`config.mk`:
```
export PLATFORM = sky130hd
export DESIGN_NAME = spi_controller_flat
export DESIGN_NICKNAME = d
export VERILOG_FILES = /design/src/rtl/spi_controller_if.sv /design/src/rtl/spi_controller.sv /design/src/flat_wrapper.sv
export SDC_FILE = /design/constraint.sdc
export NUM_CORES = 1
export LEC_CHECK = 0
export ABC_AREA = 0
export BUFFER_PORTS_ARGS = -buffer_cell sky130_fd_sc_hd__buf_2
export CAP_MARGIN = 5
export CORE_ASPECT_RATIO = 2
export CORE_UTILIZATION = 40
export CTS_BUF_LIST = sky130_fd_sc_hd__clkbuf_2
export CTS_CLUSTER_DIAMETER = 150
export DETAILED_ROUTE_END_ITERATION = 8
export MAX_ROUTING_LAYER = met4
export PLACE_DENSITY = 0.56
export SYNTH_ARGS = -nofsm -noshare
export SYNTH_HDL_FRONTEND = slang
export SYNTH_SLANG_ARGS = --single-unit
```
`constraint.sdc`:
```
create_clock -name clk -period 4.2 [get_ports clk]
set_clock_uncertainty 0.05 [all_clocks]
set_input_delay 0.63 -clock clk [delete_from_list [all_inputs] [get_ports clk]]
set_output_delay 0.63 -clock clk [all_outputs]
set_load 0.02 [all_outputs]
```
`src/rtl/spi_controller_if.sv`:
```
// Request handshake and SPI pin bundle for spi_controller.
interface spi_controller_if;
  logic       req_valid;
  logic       req_ready;
  logic [6:0] req_addr;
  logic [7:0] req_data;
  logic       done;
  logic       busy;
  logic       err;
  logic       sclk;
  logic       ncs;
  logic       copi;

  modport master (
    output req_valid, req_addr, req_data,
    input  req_ready, done, busy, err, sclk, ncs, copi
  );

  modport slave (
    input  req_valid, req_addr, req_data,
    output req_ready, done, busy, err, sclk, ncs, copi
  );
endinterface

```
`src/rtl/spi_controller.sv`:
```
// SPI mode-0 write-only controller: one 16-bit {1, addr, data} frame per request, MSB first.
// Optional address range check enabled by defining SPI_CONTROLLER_ADDR_CHECK_EN.
module spi_controller #(
  parameter int CLK_DIV  = 4,
  parameter int CS_GAP   = 4,
  parameter int MAX_ADDR = 4
) (
  input  logic            clk,
  input  logic            rst_n,
  spi_controller_if.slave bus
);
`ifdef SPI_CONTROLLER_ADDR_CHECK_EN
  localparam bit ADDR_CHECK = 1'b1;
`else
  localparam bit ADDR_CHECK = 1'b0;
`endif
  localparam int CNT_MAX = (CLK_DIV > CS_GAP) ? CLK_DIV : CS_GAP;
  localparam int CW      = $clog2(CNT_MAX);
  localparam logic [CW-1:0] HALF_LD = CW'(CLK_DIV - 1);
  localparam logic [CW-1:0] GAP_LD  = CW'(CS_GAP - 1);

  localparam logic [2:0] S_IDLE  = 3'd0;
  localparam logic [2:0] S_SETUP = 3'd1;
  localparam logic [2:0] S_SHIFT = 3'd2;
  localparam logic [2:0] S_GAP   = 3'd3;
  localparam logic [2:0] S_REJ   = 3'd4;

  logic [2:0]    state_q, state_d;
  logic [CW-1:0] cnt_q, cnt_d;
  logic [4:0]    bit_q, bit_d;
  logic [15:0]   sh_q, sh_d;
  logic          sclk_q, sclk_d, ncs_q, ncs_d, copi_q, copi_d;
  logic          rdy_q, rdy_d, busy_q, busy_d, done_q, done_d, err_q, err_d;
  logic          tick, addr_ok;

  assign tick    = (cnt_q == '0);
  assign addr_ok = !ADDR_CHECK || (int'(bus.req_addr) <= MAX_ADDR);

  always_comb begin
    state_d = state_q;
    cnt_d   = tick ? cnt_q : cnt_q - 1'b1;
    bit_d   = bit_q;
    sh_d    = sh_q;
    sclk_d  = sclk_q;
    ncs_d   = ncs_q;
    copi_d  = copi_q;
    rdy_d   = rdy_q;
    busy_d  = busy_q;
    done_d  = 1'b0;
    err_d   = 1'b0;
    case (state_q)
      S_IDLE: if (bus.req_valid && rdy_q) begin
        rdy_d  = 1'b0;
        busy_d = 1'b1;
        if (addr_ok) begin
          sh_d    = {1'b1, bus.req_addr, bus.req_data};
          ncs_d   = 1'b0;
          copi_d  = 1'b1;
          cnt_d   = HALF_LD;
          state_d = S_SETUP;
        end else begin
          err_d   = 1'b1;
          state_d = S_REJ;
        end
      end
      S_REJ: begin
        state_d = S_IDLE;
        rdy_d   = 1'b1;
        busy_d  = 1'b0;
      end
      S_SETUP: if (tick) begin
        sclk_d  = 1'b1;
        bit_d   = 5'd1;
        cnt_d   = HALF_LD;
        state_d = S_SHIFT;
      end
      S_SHIFT: if (tick) begin
        cnt_d = HALF_LD;
        if (sclk_q) begin
          sclk_d = 1'b0;
          sh_d   = {sh_q[14:0], 1'b0};
          copi_d = (bit_q == 5'd16) ? 1'b0 : sh_q[14];
        end else if (bit_q == 5'd16) begin
          // last low half-period doubles as the nCS hold time
          ncs_d   = 1'b1;
          done_d  = 1'b1;
          cnt_d   = GAP_LD;
          state_d = S_GAP;
        end else begin
          sclk_d = 1'b1;
          bit_d  = bit_q + 5'd1;
        end
      end
      S_GAP: if (tick) begin
        state_d = S_IDLE;
        rdy_d   = 1'b1;
        busy_d  = 1'b0;
      end
      default: state_d = S_IDLE;
    endcase
  end

  always_ff @(posedge clk or negedge rst_n) begin
    if (!rst_n) begin
      state_q <= S_IDLE;
      cnt_q   <= '0;
      bit_q   <= '0;
      sh_q    <= '0;
      sclk_q  <= 1'b0;
      ncs_q   <= 1'b1;
      copi_q  <= 1'b0;
      rdy_q   <= 1'b1;
      busy_q  <= 1'b0;
      done_q  <= 1'b0;
      err_q   <= 1'b0;
    end else begin
      state_q <= state_d;
      cnt_q   <= cnt_d;
      bit_q   <= bit_d;
      sh_q    <= sh_d;
      sclk_q  <= sclk_d;
      ncs_q   <= ncs_d;
      copi_q  <= copi_d;
      rdy_q   <= rdy_d;
      busy_q  <= busy_d;
      done_q  <= done_d;
      err_q   <= err_d;
    end
  end

  assign bus.req_ready = rdy_q;
  assign bus.busy      = busy_q;
  assign bus.done      = done_q;
  assign bus.err       = err_q;
  assign bus.sclk      = sclk_q;
  assign bus.ncs       = ncs_q;
  assign bus.copi      = copi_q;
endmodule
```
`src/flat_wrapper.sv`:
```
// flat-port wrapper written by rule: the top's interface ports become plain ports
module spi_controller_flat 
#(
  parameter int CLK_DIV  = 4,
  parameter int CS_GAP   = 4,
  parameter int MAX_ADDR = 4
)
  (clk, rst_n, bus_req_valid, bus_req_addr, bus_req_data, bus_req_ready, bus_done, bus_busy, bus_err, bus_sclk, bus_ncs, bus_copi);
  spi_controller_if bus_i ();
  input  logic clk;
  input  logic rst_n;
  input wire logic [$bits(bus_i.req_valid)-1:0] bus_req_valid;
  input wire logic [$bits(bus_i.req_addr)-1:0] bus_req_addr;
  input wire logic [$bits(bus_i.req_data)-1:0] bus_req_data;
  output wire logic [$bits(bus_i.req_ready)-1:0] bus_req_ready;
  output wire logic [$bits(bus_i.done)-1:0] bus_done;
  output wire logic [$bits(bus_i.busy)-1:0] bus_busy;
  output wire logic [$bits(bus_i.err)-1:0] bus_err;
  output wire logic [$bits(bus_i.sclk)-1:0] bus_sclk;
  output wire logic [$bits(bus_i.ncs)-1:0] bus_ncs;
  output wire logic [$bits(bus_i.copi)-1:0] bus_copi;
  assign bus_i.req_valid = bus_req_valid;
  assign bus_i.req_addr = bus_req_addr;
  assign bus_i.req_data = bus_req_data;
  assign bus_req_ready = bus_i.req_ready;
  assign bus_done = bus_i.done;
  assign bus_busy = bus_i.busy;
  assign bus_err = bus_i.err;
  assign bus_sclk = bus_i.sclk;
  assign bus_ncs = bus_i.ncs;
  assign bus_copi = bus_i.copi;
  spi_controller #(.CLK_DIV(CLK_DIV), .CS_GAP(CS_GAP), .MAX_ADDR(MAX_ADDR)) u_core (.clk(clk), .rst_n(rst_n), .bus(bus_i));
endmodule
```
==> Word level (Yosys, flattened, before mapping) <==
Index checks and enable logic that the tools add are counted.
Widths: inputs -> output; s select.
{ "op_classes": {"addsub": 2, "n_eq_ne": 13, "muxes": 42, "n_reduce_logical": 13} }
{ "op_table": {"columns": ["operator", "count"], "rows": [
  ["$mux 15", 3],
  ["$pmux 15 s2", 1],
  ["$mux 5", 4],
  ["$mux 3", 6],
  ["$mux 1", 17],
  ["$ne 2x1->1 const B", 6],
  ["$pmux 3 s4", 1],
  ["$pmux 5 s2", 1],
  ["$reduce_and 5->1", 2],
  ["$eq 3x2->1 const B", 2],
  ["$mux 2", 3],
  ["$pmux 1 s2", 3],
  ["$pmux 1 s3", 2],
  ["$reduce_and 3->1", 2],
  ["$reduce_and 6->1", 1],
  ["$add 5x1->5 const B", 1],
  ["$eq 5x5->1 const B", 1],
  ["$ne 2x2->1 const B", 2],
  ["$pmux 2 s2", 1],
  ["$reduce_and 4->1", 1],
  ["$reduce_bool 2->1", 2],
  ["$eq 3x1->1 const B", 1],
  ["$eq 3x3->1 const B", 1],
  ["$logic_not 3->1", 1],
  ["5 further kinds", 5]
]} }
{ "word_totals": {"reg_bits": 31, "input_bits": 18, "output_inout_bits": 7} }

==> Logic depth before layout (Yosys ltp) <==
Gate-level depths: netlist of run 1.
{ "depth": {"ltp_word": 5, "ltp_mapped": 8, "ltp_nobuf": 6} }

==> Worst setup path after synthesis of run 1 <==
No wires, ideal clock.
{ "synth_timing": {"path_type": "flip-flop to flip-flop", "start": "reg u_core.state_q[0]", "end": "reg u_core.bit_q[4]", "setup_time_ns": 0.124, "arrival_time_ns": 1.462, "path_slack_ns": 2.564, "stages_incl_launch_ff": 8, "path_buffers": 1, "period_less_slack_ns": 1.636, "path_cell_list": "dfrtp_1 -> inv_1 -> ha_1 -> buf_2 -> inv_1 -> a21o_1 -> nand2_1 -> a211o_1"} }
{ "synth_between": {"elab_chain_cells": 3, "word_cells_on_any_way": 9} }
{ "synth_rtl": {"columns": ["element", "line_no", "rtl"], "rows": [
  ["start: declaration", "spi_controller.sv:28", "logic [2:0] state_q, state_d;"],
  ["start signal: assignment", "spi_controller.sv:117", "state_q <= state_d;"],
  ["$eq 3x2->1 or $eq 3x1->1 (tied branches)", "spi_controller.sv:51", "case (state_q)"],
  ["$ne 2x2->1 (no source line) (tied with other cells)", null, null],
  ["$reduce_and 5->1 (no source line)", null, null],
  ["end signal: assignment", "spi_controller.sv:119", "bit_q <= bit_d;"],
  ["end: declaration", "spi_controller.sv:30", "logic [4:0] bit_q, bit_d;"]
]} }
Parallel ways exist; a longest one is shown, timed or not.
A chain may end at the register's enable or synchronous reset.

==> Final worst setup path of run 1 <==
Same ends and word-level chain as after synthesis.

==> results of run 1 <==
metrics by stage:
stage	util	hold WS, ns	worst slack (ns)
6_report	0.4700	0.2123	1.893
5_1_grt	0.4700	0.2662	1.752
4_1_cts	0.4700	0.2369	1.882
3_5_place_dp	0.4601	0.4618	1.915
3_3_place_gp	0.4601	0.4474	2.027
2_1_floorplan	-	0.2844	2.564
report_power, final:
group          total [mW]  leakage [nW]  internal (mW)  switching, mW
logic              0.0228         0.590        0.00976         0.0131
registers           0.296         0.366          0.293        0.00212
clock network       0.143        0.0306         0.0446         0.0981
cell families (layout without fill, tap and decap cells):
group	Yosys count	in the layout	synth area share
compound gates	38	38	0.1541
fa+ha+maj	10	10	0.07479
buf+inv	20	44	0.06132
flops	30	30	0.4503
mux	19	19	0.1174
other cells	1	1	0.002242
simple gates	44	44	0.1399
area by class of cell:
type,count,area (um^2),area share
clock buffers,7,35.03,0.01900
clock inverters,1,3.754,0.002035
inverters,11,41.29,0.02239
multi-input cells,112,817.0,0.4430
flip-flops and latches,30,753.2,0.4084
well taps,51,63.81,0.03460
repair buffers,25,130.1,0.07056
worst paths after layout:
kind | endpoint | slack [ns] | cells past startpoint
setup / recovery | u_core.bit_q[4] | 1.89 | 7
hold / removal | u_core.cnt_q[1] | 0.21 | 1
setup reg to reg | u_core.bit_q[4] | 1.89 | 7
hold reg to reg | u_core.bus.busy | 0.48 | 2
max in group asynchronous | u_core.sh_q[3] | 3.42 | 1
min in group clk | u_core.sh_q[0] | 0.47 | 3
registers in the layout, indices dropped and copies added (netlist names):
register / cells
u_core.bus.ncs: 1
u_core.bus.copi: 1
u_core.bit_q: 5
u_core.bus.busy: 1
u_core.cnt_q: 2
u_core.bus.req_ready: 1
u_core.state_q: 2
u_core.sh_q: 15
u_core.bus.done: 1
u_core.bus.sclk: 1
layout by cell type, fill, tap and decap left out, types with 3 or more instances in the layout:
cell type	synthesis	final
sky130_fd_sc_hd__dfrtp_1	28	28
sky130_fd_sc_hd__buf_2	3	23
sky130_fd_sc_hd__a21oi_1	21	21
sky130_fd_sc_hd__nor2_1	20	20
sky130_fd_sc_hd__mux2i_1	17	17
sky130_fd_sc_hd__inv_1	11	11
sky130_fd_sc_hd__ha_1	10	10
sky130_fd_sc_hd__clkbuf_2	1	7
sky130_fd_sc_hd__nand2_1	6	6
sky130_fd_sc_hd__nand3_1	4	4
sky130_fd_sc_hd__nand2b_1	3	3
metal layers:
| layer | GRT usage | vias to the layer above |
|---|---|---|
| met5 | - | - |
| met4 | 0.09028 | 0 |
| met3 | 0.04633 | 8 |
| met2 | 0.2995 | 36 |
| met1 | 0.1968 | 593 |
| li1 | - | 600 |
cell usage after synthesis, drive strengths merged (2+ instances only):
| cell | instances | area share |
|---|---|---|
| a21oi | 22 | 0.068 |
| and3 | 2 | 0.0075 |
| buf | 7 | 0.031 |
| clkbuf | 2 | 0.0052 |
| dfrtp | 28 | 0.42 |
| dfstp | 2 | 0.031 |
| ha | 10 | 0.075 |
| inv | 11 | 0.025 |
| mux2 | 2 | 0.016 |
| mux2i | 17 | 0.10 |
| nand2 | 6 | 0.013 |
| nand2b | 3 | 0.011 |
| nand3 | 4 | 0.012 |
| nor2 | 20 | 0.045 |
| nor2b | 2 | 0.0075 |
| nor3 | 2 | 0.0060 |
| o21ai | 3 | 0.011 |
| o2bb2ai | 2 | 0.010 |
critical path: stages (launching register included):
cell and delay [ns]:
sky130_fd_sc_hd__dfrtp_1 0.46, sky130_fd_sc_hd__inv_1 0.12, sky130_fd_sc_hd__ha_1 0.43, sky130_fd_sc_hd__buf_4 0.35
sky130_fd_sc_hd__inv_1 0.15, sky130_fd_sc_hd__a21o_1 0.23, sky130_fd_sc_hd__and3_1 0.19, sky130_fd_sc_hd__a211o_1 0.22
==> reports/summary.txt, run 1 <==
========================================================================================
Library cells used by synthesis                                                       41
Final Max Tran Viols                                                                   0
Total Power Consumption                                                        0.4611 mW
Worst-Skew Late Latency                                                          0.36 ns
Largest net degree at the start of global routing                                     32
P per Cell Area                                                             250.0 nW/um^2
# IOs                                                                                 25
Post-Route Setup TNS                                                                0 ns
Worst setup path startpoint                                                 u_core.state_q[0]
Number of buffers inserted during clock tree synthesis                                 5
Post-DRT Antenna Nets                                                                  0
Synthesis-stage register bit count                                                    30
Sinks on the clock net                                                                30
Setup repair after global routing missed its margin                                   no
Slew at the pin closest to its max-slew limit                                  0.6790 ns
Detailed router's first-iteration violation count                                     27
TritonCTS clock tree                                                               built
Fraction of final layout cells with drive strength greater than 1                 0.2258
Worst Path Required                                                              4.42 ns
Kind of end point of the critical path                                          register
Critical-path maximum fanout                                                          19
F_max                                                                         0.4334 GHz
Total routed wire length on the met1 layer                                      1.222 mm
Vias                                                                                1237
Deepest level of the CTS H-tree                                                        2
Antenna cells                                                                          0
Post-cts gate resize count                                                             0
P&R area growth vs syn                                                            10.25%
Clock Root Buffer                                                           sky130_fd_sc_hd__clkbuf_2
GRT Overall Usage                                                                 0.1844
Number of cells after detailed placement                                             229
Routed length per placed instance                                               13.93 um
Reported leakage power                                                         0.9866 nW
Number of placement rows                                                              32
Net count after synthesis                                                            190
Nets                                                                                 213
Buffer depth of the longest clock path                                                 2
Floorplan core area                                                            3924 um^2
Worst reg2reg startpoint                                                    u_core.state_q[0]
Dpl cell area                                                                  1805 um^2
Worst-path clk slew                                                              0.17 ns
Number of search-and-repair iterations in the first detailed-routing pass              4
Max cap viols                                                                          0
Starting utilization of the core area                                             0.4263
Final hold violations                                                                  0
Number of standard cells in the final layout excluding fillers                       237
Area of the die                                                                4461 um^2
Status                                                                      complete, no violations
Remaining global-route overflow                                                        0
Total half-perimeter wirelength after legalization and detailed placement       2.449 mm
Met3 wire len                                                                     146 um
Warning count from the yosys run                                                       0
Setup violators final                                                                  0
Top sig layer                                                                       met4
Hold buffer count at CTS                                                               0
Via density per instance                                                           5.219
Relative slew slack                                                               0.5473
Async set-or-reset flop fraction in the synthesized netlist                        1.000
Vertical die dimension                                                          93.46 um
Die extent in x                                                                 47.73 um
Sequential element share of the synthesized area                                  0.4503
Share of the clock period used by the worst path                                  0.5494
Total length of routed wires                                                    3.302 mm
Startpoint kind of the worst setup timing path                                  register
Arrival @ worst endpoint                                                         2.52 ns
Mean post-synth cell area                                                     10.33 um^2
Time the final worst path needs with I/O delays and setup                       2.307 ns
Synthesized instance count                                                           162
Type of the most critical hold path                                             in2async
Quantity of I/O buffers inserted on ports                                             23
Final std cell area, no fill                                                   1844 um^2
Maximum VDD drop                                                               0.1671 mV
Critical path type                                                               reg2reg
Summed instance area of the synthesized netlist                                1673 um^2
Prevailing post-synth register cell                                         sky130_fd_sc_hd__dfrtp_1
Detailed route wirelength on metal2                                             1.851 mm
Final weighted congestion of routability-driven global placement                  0.7850
FILL cells                                                                           421
Number of global-route vias before repair                                           1305
Number of synthesized flops with an enable pin                                         0
First-pass GRT wire length                                                      5.685 mm
Number of buffers added for setup after CTS                                            0
Initial antenna violation count                                                        0
DRC viols                                                                              0
========================================================================================
Power figures use the tool's default switching activity.
==> run 2: changes to the inputs <==
--- a/config.mk
+++ b/config.mk
@@ -14,7 +14,7 @@
 export CTS_CLUSTER_DIAMETER = 150
 export DETAILED_ROUTE_END_ITERATION = 8
 export MAX_ROUTING_LAYER = met4
-export PLACE_DENSITY = 0.56
+export PLACE_DENSITY = 0.59
 export SYNTH_ARGS = -nofsm -noshare
 export SYNTH_HDL_FRONTEND = slang
 export SYNTH_SLANG_ARGS = --single-unit
==> constraint.sdc (replaced) <==
create_clock -name clk -period 1.97 [get_ports clk]
set_clock_uncertainty 0.05 [all_clocks]
set_input_delay 0.2955 -clock clk [delete_from_list [all_inputs] [get_ports clk]]
set_output_delay 0.2955 -clock clk [all_outputs]
set_load 0.02 [all_outputs]
==> reports/summary.txt, run 2 (same netlist as run 1, synthesis figures left out) <==
========================================================================================
Status                                                                      complete, no violations
Largest regs                                                                u_core.sh_q (15), u_core.bit_q (5)
P&R area growth vs syn                                                            12.64%
Nets                                                                                 216
Detailed router's first-iteration violation count                                     33
Top sig layer                                                                       met4
P per Cell Area                                                             509.3 nW/um^2
First-pass GRT wire length                                                      5.437 mm
Met3 wire len                                                                     120 um
F_max                                                                         0.5639 GHz
Startpoint kind of the worst setup timing path                                  register
Slew at the pin closest to its max-slew limit                                  0.6629 ns
Arrival @ worst endpoint                                                         1.96 ns
Largest stage delay on the critical path                                         0.45 ns
Number of global-route vias before repair                                           1295
Worst Path Required                                                              2.16 ns
Area of the die                                                                4461 um^2
Number of buffers added for setup after CTS                                            0
CP cell instances                                                           inv_1 > ha_1 > a21boi_1 > a211oi_4 > buf_12 > nor2_1 > a21oi_1
Leading cell type in the layout, fill and taps excluded                     sky130_fd_sc_hd__dfrtp_1
Final hold violations                                                                  0
Deepest level of the CTS H-tree                                                        2
Fraction of final layout cells with drive strength greater than 1                 0.2328
Time the final worst path needs with I/O delays and setup                       1.773 ns
Max cap viols                                                                          0
Setup violators final                                                                  0
Clock Root Buffer                                                           sky130_fd_sc_hd__clkbuf_2
Number of cells after detailed placement                                             231
Vias                                                                                1261
Leading cell types in the layout, fill and taps excluded                    sky130_fd_sc_hd__dfrtp_1 (28), sky130_fd_sc_hd__buf_2 (23), sky130_fd_sc_hd__a21oi_1 (21), sky130_fd_sc_hd__nor2_1 (20), sky130_fd_sc_hd__mux2i_1 (17)
Critical-path maximum fanout                                                          31
Buffers & Inverters on Critical Path                                                   2
Die extent in x                                                                 47.73 um
Largest net degree at the start of global routing                                     32
Setup repair after global routing missed its margin                                   no
# IOs                                                                                 25
Floorplan core area                                                            3924 um^2
Detailed route wirelength on metal2                                             1.742 mm
Critical path type                                                               reg2reg
Setup WS post-layout                                                           0.1965 ns
Remaining global-route overflow                                                        0
Share of the clock period used by the worst path                                  0.9003
Post-DRT Antenna Nets                                                                  0
Most flops, register                                                         u_core.sh_q
FILL cells                                                                           411
Vertical die dimension                                                          93.46 um
Worst-path clk slew                                                              0.14 ns
Total half-perimeter wirelength after legalization and detailed placement       2.346 mm
Post-Route Setup TNS                                                                0 ns
Standard cell with the maximum stage delay on the critical path             sky130_fd_sc_hd__dfrtp_1
GRT Overall Usage                                                                 0.1727
Kind of end point of the critical path                                          register
Setup WS pre-CTS                                                               0.1102 ns
Routed length per placed instance                                               13.01 um
Buffer depth of the longest clock path                                                 2
Relative slew slack                                                               0.5580
TritonCTS clock tree                                                               built
Final Max Tran Viols                                                                   0
Total routed wire length on the met1 layer                                      1.173 mm
Reported leakage power                                                         0.9945 nW
Via density per instance                                                           5.254
Quantity of I/O buffers inserted on ports                                             23
Total length of routed wires                                                    3.123 mm
Number of flip-flops in the largest register                                          15
Critical path's top delay family                                            compound AO/OA/AOI/OAI gates
Starting utilization of the core area                                             0.4263
Number of placement rows                                                              32
Type of the most critical hold path                                               in2reg
Maximum VDD drop                                                               0.4222 mV
Number of standard cells in the final layout excluding fillers                       240
Initial antenna violation count                                                        0
Worst-Skew Late Latency                                                          0.36 ns
Final weighted congestion of routability-driven global placement                  0.8982
Antenna cells                                                                          0
Number of search-and-repair iterations in the first detailed-routing pass              4
DRC viols                                                                              0
Total Power Consumption                                                        0.9598 mW
Sinks on the clock net                                                                30
Number of buffers inserted during clock tree synthesis                                 5
========================================================================================
## run 2: cell count changes in the layout (fill, tap and decap cells not counted)
| cell | previous run | this run |
|---|---|---|
| sky130_fd_sc_hd__clkinv_1 | 1 | 3 |
| sky130_fd_sc_hd__buf_4 | 2 | 3 |
| sky130_fd_sc_hd__dlygate4sd3_1 | 0 | 1 |
| sky130_fd_sc_hd__ha_2 | 0 | 2 |
| sky130_fd_sc_hd__clkbuf_2 | 7 | 5 |
| sky130_fd_sc_hd__ha_1 | 10 | 8 |
| sky130_fd_sc_hd__buf_12 | 0 | 1 |
## run 2: worst paths after layout
check,startpoint,end,slack [ns],cells past startpoint
worst max-delay path,u_core.state_q[0],u_core.sh_q[8],0.20,7
worst min-delay path,bus_req_data[0],u_core.sh_q[0],0.15,3
worst max register to register,u_core.state_q[0],u_core.sh_q[8],0.20,7
worst min register to register,u_core.bus.busy,u_core.bus.busy,0.48,2
max in group asynchronous,rst_n,u_core.sh_q[11],0.99,2
min in group asynchronous,rst_n,u_core.sh_q[12],0.43,2
## run 2: layer usage
metal,up-vias,track usage
li1,615,-
met1,600,0.1757
met2,36,0.2894
met3,10,0.04054
met4,0,0.08565
met5,-,-
## run 2: where the power goes
part / leakage, nW / switching, mW / internal (mW)
Clock: 0.0255 / 0.205 / 0.0758
Combinational: 0.603 / 0.0271 / 0.0221
Sequential: 0.366 / 0.00462 / 0.626
Total: 0.994 / 0.236 / 0.723
## run 2: layout make-up
cell class,instances,area [um^2],share of cell area
sequential,30,753.2,0.3997
multi-input combinational,112,822.0,0.4363
inverter,11,41.29,0.02191
clock inverter,3,11.26,0.005976
timing repair buffer,28,167.7,0.08898
clock buffer,5,25.02,0.01328
tap,51,63.81,0.03386
## run 2: worst min-delay path, stage by stage
cell and delay, ns:
sky130_fd_sc_hd__buf_2 0.10, sky130_fd_sc_hd__inv_1 0.04, sky130_fd_sc_hd__o32ai_1 0.08
## run 2: stage by stage
step | utilization | cell area, um^2 | hold slack, ns
2_1_floorplan | - | 1673 | -0.05009
3_3_place_gp | 0.4672 | 1833 | 0.3215
3_5_place_dp | 0.4672 | 1833 | 0.3253
4_1_cts | 0.4790 | 1879 | 0.1227
5_1_grt | 0.4802 | 1884 | 0.1105
6_report | 0.4802 | 1884 | 0.1513
## run 2: what timing repair did
item / 4_1_cts / 5_1_grt
endpoints found under the hold margin: 28 / 0
resized for setup: 0 / 2
hold buffers: 1 / 0
endpoints found under the setup margin: 0 / 12
==> run 3: changes to the inputs <==
--- a/config.mk
+++ b/config.mk
@@ -9,12 +9,12 @@
 export BUFFER_PORTS_ARGS = -buffer_cell sky130_fd_sc_hd__buf_2
 export CAP_MARGIN = 5
 export CORE_ASPECT_RATIO = 2
-export CORE_UTILIZATION = 40
+export CORE_UTILIZATION = 53
 export CTS_BUF_LIST = sky130_fd_sc_hd__clkbuf_2
 export CTS_CLUSTER_DIAMETER = 150
 export DETAILED_ROUTE_END_ITERATION = 8
 export MAX_ROUTING_LAYER = met4
-export PLACE_DENSITY = 0.59
+export PLACE_DENSITY = 0.75
 export SYNTH_ARGS = -nofsm -noshare
 export SYNTH_HDL_FRONTEND = slang
 export SYNTH_SLANG_ARGS = --single-unit
==> reports/summary.txt, run 3 (same netlist as run 1, synthesis figures left out) <==
========================================================================================
Status                                                                      complete, no violations
Vias                                                                                1259
Largest net degree at the start of global routing                                     32
Total half-perimeter wirelength after legalization and detailed placement       2.419 mm
Vertical die dimension                                                          81.45 um
Setup repair after global routing missed its margin                                   no
Worst R2R Setup Slack                                                            0.15 ns
Internal Power                                                                 0.7178 mW
P&R area growth vs syn                                                            11.22%
Most flops, register                                                         u_core.sh_q
Type of the most critical hold path                                               in2reg
Initial antenna violation count                                                        0
TritonCTS clock tree                                                               built
Total length of routed wires                                                    3.148 mm
# IOs                                                                                 25
Number of global-route vias before repair                                           1323
Total area of multi-input combinational cells                                 832.0 um^2
Arrival @ worst endpoint                                                         2.08 ns
Routed length per placed instance                                               14.51 um
Sinks on the clock net                                                                30
Final hold violations                                                                  0
Via density per instance                                                           5.802
Worst reg2reg startpoint                                                    u_core.state_q[1]
Area of the die                                                                3399 um^2
P per Cell Area                                                             509.0 nW/um^2
Worst Path Required                                                              2.22 ns
Maximum VDD drop                                                               0.3859 mV
Worst-Skew Late Latency                                                          0.37 ns
Nets                                                                                 216
Post-Route Setup TNS                                                                0 ns
Clock power share                                                                  0.282
Standard cell with the maximum stage delay on the critical path             sky130_fd_sc_hd__dfrtp_1
Switching fraction of total power                                                 0.2420
Largest stage delay on the critical path                                         0.49 ns
Post-DRT Antenna Nets                                                                  0
Number of search-and-repair iterations in the first detailed-routing pass              4
Leading cell types in the layout, fill and taps excluded                    sky130_fd_sc_hd__dfrtp_1 (28), sky130_fd_sc_hd__buf_2 (23), sky130_fd_sc_hd__a21oi_1 (21), sky130_fd_sc_hd__nor2_1 (20), sky130_fd_sc_hd__mux2i_1 (17)
Number of placement rows                                                              28
Critical-path maximum fanout                                                          10
Reported leakage power                                                         0.9936 nW
Final Max Tran Viols                                                                   0
Deepest level of the CTS H-tree                                                        2
Worst-path clk slew                                                              0.13 ns
GRT Overall Usage                                                                 0.2251
Startpoint kind of the worst setup timing path                                  register
Met3 wire len                                                                     118 um
Number of buffers added for setup after CTS                                            0
Worst setup path startpoint                                                 u_core.state_q[1]
FILL cells                                                                           252
Total routed wire length on the met1 layer                                      1.184 mm
Startpoint of the worst hold path                                           bus_req_data[0]
Time the final worst path needs with I/O delays and setup                       1.823 ns
Setup WS post-layout                                                           0.1467 ns
Detailed router's first-iteration violation count                                     37
Largest regs                                                                u_core.sh_q (15), u_core.bit_q (5)
Relative slew slack                                                               0.5669
F_max                                                                         0.5485 GHz
First-pass GRT wire length                                                      5.561 mm
Setup violators final                                                                  0
Proportion of power drawn by combinational gates                                   0.052
Number of buffers inserted during clock tree synthesis                                 5
Detailed route wirelength on metal2                                             1.763 mm
Fraction of final layout cells with drive strength greater than 1                 0.2353
Number of flip-flops in the largest register                                          15
Floorplan core area                                                            2978 um^2
Clock Root Buffer                                                           sky130_fd_sc_hd__clkbuf_2
Top sig layer                                                                       met4
DRC viols                                                                              0
Sequential cell area                                                          753.2 um^2
CP cell instances                                                           inv_1 > ha_1 > nor3b_2 > mux2_2
Sequential fraction of design power                                                0.666
Antenna cells                                                                          0
Die extent in x                                                                 41.73 um
Setup WS pre-CTS                                                              0.05590 ns
Slew at the pin closest to its max-slew limit                                  0.6497 ns
Leading cell type in the layout, fill and taps excluded                     sky130_fd_sc_hd__dfrtp_1
Share of the clock period used by the worst path                                  0.9255
Remaining global-route overflow                                                        0
Kind of end point of the critical path                                          register
Net Sw Power                                                                   0.2292 mW
Critical path type                                                               reg2reg
Max cap viols                                                                          0
Buffer depth of the longest clock path                                                 2
Final weighted congestion of routability-driven global placement                  0.8037
Quantity of I/O buffers inserted on ports                                             23
Starting utilization of the core area                                             0.5618
========================================================================================
run 3: what timing repair did:
item / 4_1_cts / 5_1_grt
endpoints found under the setup margin: 0 / 18
hold buffers: 1 / 0
hold endpoints to repair: 28 / 0
gates resized for setup: 0 / 3
run 3: path summary, 6_finish.rpt:
kind	to	cells after the start
worst max-delay path	u_core.bus.req_ready	4
worst min-delay path	u_core.sh_q[0]	3
worst max register to register	u_core.bus.req_ready	4
worst min register to register	u_core.bus.busy	2
max in group asynchronous	u_core.sh_q[7]	2
min in group asynchronous	u_core.bus.done	2
run 3: stage by stage:
step | instances | hold slack, ns | util | total power [mW] | instance area, um^2
2_1_floorplan | 162 | -0.05009 | - | 0.6593 | 1673
3_3_place_gp | 210 | 0.3071 | 0.6067 | 0.6888 | 1807
3_5_place_dp | 210 | 0.3226 | 0.6067 | 0.6916 | 1807
4_1_cts | 217 | 0.1243 | 0.6197 | 0.9626 | 1846
5_1_grt | 217 | 0.1302 | 0.6248 | 0.9887 | 1861
6_report | 217 | 0.1412 | 0.6248 | 0.9470 | 1861
run 3: final cells by class:
cell class	count	share of cell area
Clock buffer	5	0.01345
Clock inverter	1	0.002017
Inverter	11	0.02219
Multi-Input combinational cell	112	0.4472
Sequential cell	30	0.4048
Tap cell	30	0.02017
Timing Repair Buffer	28	0.09011
run 3: power by group through the flow:
stage / Combinational, mW / Clock [mW] / Sequential (mW)
final: 0.0490 / 0.267 / 0.631
after global routing: 0.0567 / 0.300 / 0.632
after CTS: 0.0509 / 0.281 / 0.631
after detailed placement: 0.0492 / 0 / 0.642
after global placement: 0.0474 / 0 / 0.641
after floorplan: 0.0172 / 0 / 0.642
run 3: worst max-delay path: cells and delay by family (launching register included):
family                     cells  cell delay, ns
DFF                            1            0.49
adders and majority gates      1            0.43
muxes                          1            0.37
and+or+nand+nor                1            0.33
buffers and inverters          1            0.10
run 3: routing by layer:
layer	track usage	vias to the layer above
met5	-	-
met4	0.1065	0
met3	0.05275	7
met2	0.4094	35
met1	0.2211	608
li1	-	609
